<file path="config.mk">
export PLATFORM = sky130hd
export DESIGN_NAME = seg_scan_bcd_driver
export DESIGN_NICKNAME = d
export VERILOG_FILES = /design/src/rtl/seg_scan_pkg.sv /design/src/rtl/bcd_dabble_seq.sv /design/src/rtl/seg_scan_bcd_driver.sv
export SDC_FILE = /design/constraint.sdc
export NUM_CORES = 1
export LEC_CHECK = 0
export BUFFER_PORTS_ARGS = -buffer_cell sky130_fd_sc_hd__clkbuf_2
export CAP_MARGIN = 20
export CORE_AREA = 2 2 99 111
export CTS_CLUSTER_SIZE = 24
export DETAILED_ROUTE_END_ITERATION = 16
export DIE_AREA = 0 0 101 113
export MAX_ROUTING_LAYER = met4
export PLACE_DENSITY = 0.83
export SLEW_MARGIN = 0
export SYNTH_ARGS = -nofsm -noshare
export SYNTH_HDL_FRONTEND = slang
export SYNTH_SLANG_ARGS = --single-unit
</file>
<file path="constraint.sdc">
create_clock -name clk -period 2.3 [get_ports clk]
set_input_delay 0.115 -clock clk [delete_from_list [all_inputs] [get_ports clk]]
set_output_delay 0.115 -clock clk [all_outputs]
set_load 0.05 [all_outputs]
</file>
<file path="src/rtl/seg_scan_pkg.sv">
// Shared glyphs, converter state encoding and sizing helper for the
// multiplexed BCD 7-segment driver. Segment order is {dp,g,f,e,d,c,b,a}, active low.
package seg_scan_pkg;

  localparam logic [7:0] SEG_0     = 8'hC0;
  localparam logic [7:0] SEG_1     = 8'hF9;
  localparam logic [7:0] SEG_2     = 8'hA4;
  localparam logic [7:0] SEG_3     = 8'hB0;
  localparam logic [7:0] SEG_4     = 8'h99;
  localparam logic [7:0] SEG_5     = 8'h92;
  localparam logic [7:0] SEG_6     = 8'h82;
  localparam logic [7:0] SEG_7     = 8'hF8;
  localparam logic [7:0] SEG_8     = 8'h80;
  localparam logic [7:0] SEG_9     = 8'h90;
  localparam logic [7:0] SEG_DASH  = 8'hBF;
  localparam logic [7:0] SEG_BLANK = 8'hFF;

  typedef enum logic [1:0] {
    CONV_IDLE,
    CONV_SHIFT,
    CONV_COMMIT
  } conv_state_t;

  // Bit width of the BCD field holding one nibble per display digit.
  function automatic int unsigned bcd_nibbles(input int unsigned digits);
    return 4 * digits;
  endfunction

  function automatic logic [7:0] seg_glyph(input logic [3:0] nib);
    case (nib)
      4'd0:    return SEG_0;
      4'd1:    return SEG_1;
      4'd2:    return SEG_2;
      4'd3:    return SEG_3;
      4'd4:    return SEG_4;
      4'd5:    return SEG_5;
      4'd6:    return SEG_6;
      4'd7:    return SEG_7;
      4'd8:    return SEG_8;
      4'd9:    return SEG_9;
      default: return SEG_BLANK;
    endcase
  endfunction

endpackage

</file>
<file path="src/rtl/bcd_dabble_seq.sv">
// Sequential double-dabble binary-to-BCD converter, one input bit per cycle.
// done is high for the single COMMIT cycle; start is accepted in IDLE or COMMIT.
module bcd_dabble_seq
  import seg_scan_pkg::*;
#(
  parameter int unsigned VAL_W  = 16,
  parameter int unsigned DIGITS = 6
) (
  input  logic                           clk,
  input  logic                           rst_n,
  input  logic                           start,
  input  logic [VAL_W-1:0]               bin,
  output logic                           busy,
  output logic                           done,
  output logic [bcd_nibbles(DIGITS)-1:0] bcd,
  output logic                           ovf
);

  localparam int unsigned BCD_W = bcd_nibbles(DIGITS);
  localparam int unsigned CNT_W = $clog2(VAL_W);

  conv_state_t      state, state_nxt;
  logic [VAL_W-1:0] bin_sr;
  logic [CNT_W-1:0] cnt;
  logic [BCD_W-1:0] adj;
  logic             load_now;

  assign load_now = start && (state == CONV_IDLE || state == CONV_COMMIT);
  assign busy     = (state != CONV_IDLE);
  assign done     = (state == CONV_COMMIT);

  always_ff @(posedge clk) begin
    if (!rst_n) state <= CONV_IDLE;
    else        state <= state_nxt;
  end

  always_comb begin
    state_nxt = state;
    case (state)
      CONV_IDLE:   if (start) state_nxt = CONV_SHIFT;
      CONV_SHIFT:  if (cnt == CNT_W'(VAL_W - 1)) state_nxt = CONV_COMMIT;
      CONV_COMMIT: state_nxt = start ? CONV_SHIFT : CONV_IDLE;
      default:     state_nxt = CONV_IDLE;
    endcase
  end

  always_comb begin
    adj = bcd;
    for (int unsigned i = 0; i < DIGITS; i++) begin
      if (bcd[4*i +: 4] >= 4'd5) adj[4*i +: 4] = bcd[4*i +: 4] + 4'd3;
    end
  end

  // Anything leaving the top nibble means the value needs more digits than exist.
  always_ff @(posedge clk) begin
    if (!rst_n) begin
      bin_sr <= '0;
      bcd    <= '0;
      cnt    <= '0;
      ovf    <= 1'b0;
    end else if (load_now) begin
      bin_sr <= bin;
      bcd    <= '0;
      cnt    <= '0;
      ovf    <= 1'b0;
    end else if (state == CONV_SHIFT) begin
      bcd    <= {adj[BCD_W-2:0], bin_sr[VAL_W-1]};
      bin_sr <= {bin_sr[VAL_W-2:0], 1'b0};
      cnt    <= cnt + 1'b1;
      if (adj[BCD_W-1]) ovf <= 1'b1;
    end
  end

endmodule

</file>
<file path="src/rtl/seg_scan_bcd_driver.sv">
// Multiplexed active-low common-anode N-digit driver with on-board binary-to-BCD
// conversion, leading-zero blanking, dot and overflow dash. Option: SEG_SCAN_BLINK_EN.
module seg_scan_bcd_driver
  import seg_scan_pkg::*;
#(
  parameter int unsigned DIGITS    = 6,
  parameter int unsigned VAL_W     = 16,
  parameter int unsigned SCAN_CYC  = 1000,
  parameter int unsigned BLINK_CYC = 25_000_000
) (
  input  logic              clk,
  input  logic              rst_n,
  input  logic [VAL_W-1:0]  din,
  input  logic              load,
  input  logic [3:0]        dot_pos,
  input  logic              lz_blank,
  output logic              busy,
  output logic [DIGITS-1:0] sel,
  output logic [7:0]        dig
`ifdef SEG_SCAN_BLINK_EN
  ,
  input  logic [DIGITS-1:0] blink_mask
`endif
);

  localparam int unsigned BCD_W  = bcd_nibbles(DIGITS);
  localparam int unsigned SCAN_W = $clog2(SCAN_CYC);

  logic              conv_start, conv_busy, conv_done, conv_ovf;
  logic [VAL_W-1:0]  conv_bin, pend_val;
  logic [BCD_W-1:0]  conv_bcd, buf_bcd;
  logic              pend_valid, buf_ovf;
  logic [SCAN_W-1:0] scan_cnt;
  logic [3:0]        cur_nib;
  logic [7:0]        seg_nxt;
  logic              blank_cur, blink_hide;
  int unsigned       cur_idx, hi_idx, dot_idx;

  // A fresh load beats the pending value; restart straight out of COMMIT keeps busy high.
  assign conv_start = (!conv_busy || conv_done) && (load || pend_valid);
  assign conv_bin   = load ? din : pend_val;
  assign busy       = conv_busy;

  bcd_dabble_seq #(
    .VAL_W  (VAL_W),
    .DIGITS (DIGITS)
  ) u_dabble (
    .clk   (clk),
    .rst_n (rst_n),
    .start (conv_start),
    .bin   (conv_bin),
    .busy  (conv_busy),
    .done  (conv_done),
    .bcd   (conv_bcd),
    .ovf   (conv_ovf)
  );

  always_ff @(posedge clk) begin
    if (!rst_n) begin
      pend_valid <= 1'b0;
      pend_val   <= '0;
      buf_bcd    <= '0;
      buf_ovf    <= 1'b0;
    end else begin
      if (conv_start) pend_valid <= 1'b0;
      else if (load) begin
        pend_valid <= 1'b1;
        pend_val   <= din;
      end
      if (conv_done) begin
        buf_bcd <= conv_bcd;
        buf_ovf <= conv_ovf;
      end
    end
  end

  always_ff @(posedge clk) begin
    if (!rst_n) begin
      scan_cnt <= '0;
      sel      <= {1'b0, {(DIGITS-1){1'b1}}};
      dig      <= SEG_BLANK;
    end else begin
      if (scan_cnt == SCAN_W'(SCAN_CYC - 1)) begin
        scan_cnt <= '0;
        sel      <= {sel[0], sel[DIGITS-1:1]};
      end else begin
        scan_cnt <= scan_cnt + 1'b1;
      end
      dig <= seg_nxt;
    end
  end

`ifdef SEG_SCAN_BLINK_EN
  localparam int unsigned BLINK_W = $clog2(BLINK_CYC);

  logic [BLINK_W-1:0] blink_cnt;
  logic               blink_phase;

  always_ff @(posedge clk) begin
    if (!rst_n) begin
      blink_cnt   <= '0;
      blink_phase <= 1'b1;
    end else if (blink_cnt == BLINK_W'(BLINK_CYC - 1)) begin
      blink_cnt   <= '0;
      blink_phase <= ~blink_phase;
    end else begin
      blink_cnt <= blink_cnt + 1'b1;
    end
  end

  always_comb begin
    blink_hide = 1'b0;
    for (int unsigned i = 0; i < DIGITS; i++) begin
      if (!sel[i] && blink_mask[i] && !blink_phase) blink_hide = 1'b1;
    end
  end
`else
  assign blink_hide = 1'b0 && (BLINK_CYC != 0);
`endif

  always_comb begin
    cur_idx = 0;
    hi_idx  = 0;
    cur_nib = '0;
    dot_idx = {28'd0, dot_pos};
    for (int unsigned i = 0; i < DIGITS; i++) begin
      if (!sel[i]) begin
        cur_idx = i;
        cur_nib = buf_bcd[4*i +: 4];
      end
      if (buf_bcd[4*i +: 4] != 4'd0) hi_idx = i;
    end
    blank_cur = lz_blank && (cur_idx != 0) && (cur_idx > hi_idx) &&
                !((dot_idx < DIGITS) && (cur_idx <= dot_idx));
    if (buf_ovf) begin
      seg_nxt = SEG_DASH;
    end else begin
      seg_nxt = blank_cur ? SEG_BLANK : seg_glyph(cur_nib);
      if (cur_idx == dot_idx) seg_nxt[7] = 1'b0;
    end
    if (blink_hide) seg_nxt = SEG_BLANK;
  end

endmodule

</file>
==> results.json <==
{
  "yosysWarnings": 0,
  "synth_seq_cells": 113,
  "cts_tree": "built",
  "grt_first_pass_wirelength_microns": 21400,
  "syn_area_per_cell_sq_um": 8.48,
  "grt_max_degree": 48,
  "outcome": "complete, but fails checks",
  "track_usage_pct": 23.9,
  "numPortBuffers": 38,
  "dpl_worst_slack_ns": -0.237,
  "fp.dieW_microns": 101,
  "synth_top_cell_by_area": "dfxtp_1",
  "use_met2_pct": 41.2,
  "layout-drive-gt1-share_pct": 21.0,
  "drtAntennaViolNets": 0,
  "yosys.area_share.simple_pct": 20.3,
  "grt_busiest_layer": "met2",
  "wl_per_cell_microns": 15.3,
  "fin_util_pct": 64.7,
  "htreeDepth": 4,
  "arrival_ns": 2.70,
  "clock_path_buffers": 2,
  "num_vias": 4772,
  "drt_first_pass_iters": 5,
  "synth.area.mux_share_pct": 4.13,
  "chipHeight_microns": 113,
  "async_flop_share_pct": 0,
  "yosysSeqAreaShare_pct": 41.4,
  "wl_microns": 12700,
  "cts_sinks": 113,
  "clkLatencyLatePin_ns": 0.41,
  "violations": "negative setup slack",
  "num_antenna_cells": 0,
  "synthAdderAreaFrac_pct": 5.96,
  "root_buffer": "clkbuf_16",
  "grt_pass1_vias": 4670,
  "cpMaxStageDelayCell": "or4_4",
  "multiInputGateArea_sq_um": 3010,
  "fill_cells": 776,
  "fmax_ghz": 0.414,
  "numCtsBuffers": 17,
  "core_sq_um": 10200,
  "crit_type": "flip-flop to flip-flop",
  "drc": 0,
  "synth_top_family_by_area": "simple AND/OR/NAND/NOR gates",
  "via_per_inst": 5.73,
  "setup_viol": 7,
  "cp_slowest_stage_delay_ns": 0.56,
  "die_area_sq_um": 11400,
  "crit_buf_inv": 1,
  "grtUsageMet1_pct": 26.2,
  "worst-path-max-fanout": 5,
  "rows": 39,
  "synth_edf_count": 0,
  "gp_congestion": 0.922,
  "rsz0062_at_grt": "true",
  "first_iter_violations": 391,
  "synth-compound-area-share_pct": 19.3,
  "ys.flop_type": "dfxtp_1",
  "leakage_nw": 2.68,
  "initial_utilization_pct": 53.3,
  "synth_cell_types": 53,
  "regArea_sq_um": 2270,
  "startpoint": "buf_bcd[23]$_SDFFE_PN0P_",
  "antenna_found_initial": 0,
  "slew-limit-headroom_pct": 45.2,
  "power.total_mw": 5.33,
  "clk_pin_slew_worst_paths_ns": 0.05,
  "ir_drop_mv": 0.547,
  "placed_cells": 798,
  "syn_inst": 644,
  "min_path_type": "primary input to flip-flop",
  "fin_nets": 747,
  "cp_top_family": "simple AND/OR/NAND/NOR gates",
  "crit_chain": "or4_4 -> nor2_4 -> o21ai_2 -> ha_1 -> nor2b_4 -> o21ai_2 -> a221oi_4 -> buf_12 -> o41ai_2 -> a21oi_1",
  "worstMarginPinSlew_ns": 0.821,
  "use_met3_pct": 5.19,
  "pin_count": 39,
  "post-route-period-util_pct": 105,
  "worstPathRequired_ns": 2.58,
  "yosys.area_share.xor_xnor_pct": 3.85,
  "cp-start-kind": "flip-flop",
  "dp_hpwl_microns": 8200,
  "setup_ws_ns": -0.114,
  "period_needed_ns": 2.41,
  "worstHoldStart": "rst_n",
  "critPathMostFrequentCell": "o21ai_2",
  "maxCapViolations": 0,
  "synth_top_area_share_pct": 41.4,
  "holdWs_ns": 0.0414,
  "syn_nets": 694,
  "fin_worst_skew_ns": 0.00747,
  "synth_area_sq_um": 5460,
  "r2r-start": "buf_bcd[23]$_SDFFE_PN0P_",
  "slew_violations": 0,
  "layoutNonFillerInstCount": 833,
  "endpoint_kind": "flip-flop",
  "grt_remaining_overflow": 0,
  "area_growth_pct": 21.5,
  "powerDensity_nw_per_um2": 804,
  "synth_area_leaders": "dfxtp_1 (41%), nand2_1 (6.4%), nor2_1 (6.0%)",
  "hold_violations": 0
}
[routing by layer]
layer  wire length [microns]  part of all wire, %  up-vias
li1                        -                    -     2332
met1                    5350                   42     2279
met2                    6600                   52      120
met3                     439                  3.4       41
met4                     359                  2.8        0
met5                       0                    0        -
[Yosys cell counts (14+ instances only)]
cell and n:
clkbuf_1 23, dfxtp_1 113, nor2_1 87, a21oi_1 61, inv_1 23, a221oi_2 14
nand2_1 93, mux2i_1 21, ha_1 26, a211oi_1 15, o21ai_0 17
[final timing paths]
check | end | slack (ns) | cells after the start
worst max-delay path | dig[6]$_SDFF_PN1_ | -0.11 | 10
worst min register to register | scan_cnt[0]$_SDFF_PP0_ | 0.45 | 1
worst min-delay path | sel[0]$_SDFFE_PN1P_ | 0.04 | 2
worst max register to register | dig[6]$_SDFF_PN1_ | -0.11 | 10
[sequential cells by signal (all words and copies together), names as in the netlist]
| register | flops |
|---|---|
| buf_ovf | 1 |
| u_dabble.cnt | 4 |
| pend_val | 16 |
| u_dabble.state | 2 |
| sel | 6 |
| u_dabble.bin_sr | 16 |
| scan_cnt | 10 |
| dig | 8 |
| u_dabble.ovf | 1 |
| pend_valid | 1 |
| u_dabble.bcd | 24 |
| buf_bcd | 24 |
[timing repair]
item	in CTS	in global routing
endpoints found under the hold margin	2	0
hold buffers	2	0
resized for setup	12	12
pin swaps	5	10
setup endpoints to repair	7	7
buffers inserted	1	1
[cell families (layout without fill, tap and decap cells)]
group	count (synthesis)	in the layout
flip-flops	113	113
buffers and inverters	63	129
multiplexers	22	22
AO/OA/AOI/OAI	148	148
XOR/XNOR	24	24
adder cells (fa/ha/maj)	26	26
AND/OR/NAND/NOR	248	248
[placed cells by master, fill, tap and decap left out, drive strengths merged, types with 4 or more instances in the layout]
cell type,count
xnor2,13
dfxtp,113
o21ai,24
a31oi,5
nand3,12
clkbuf,57
xor2,11
a221oi,19
a211oi,15
and2,8
inv,27
nand2b,13
nor3,10
mux2i,21
nor2b,4
buf,32
ha,26
a21oi,61
nand2,93
bufinv,5
or4,5
nor2,87
o211ai,9
[area by class of cell]
cell class	count	share of cell area [%]
inverter	25	1.41
tap	123	2.32
clock buffer	19	6.53
sequential	113	34.2
multi-input combinational	468	45.4
clock inverter	13	3.15
timing repair buffer	72	6.98
[where the power goes]
part | switching, mW | internal [mW]
Combinational | 0.258 | 0.145
Sequential | 0.0454 | 2.03
Clock | 0.928 | 1.92
[through the flow]
stage          TNS, ns  cell area [sq um]
3_5_place_dp     -1.47               5860
4_1_cts        -0.0685               6570
2_1_floorplan        0               5470
5_1_grt         -0.790               6630
3_3_place_gp    -0.912               5860
6_report        -0.303               6630
No activity file was read; power rests on OpenSTA's default activity.
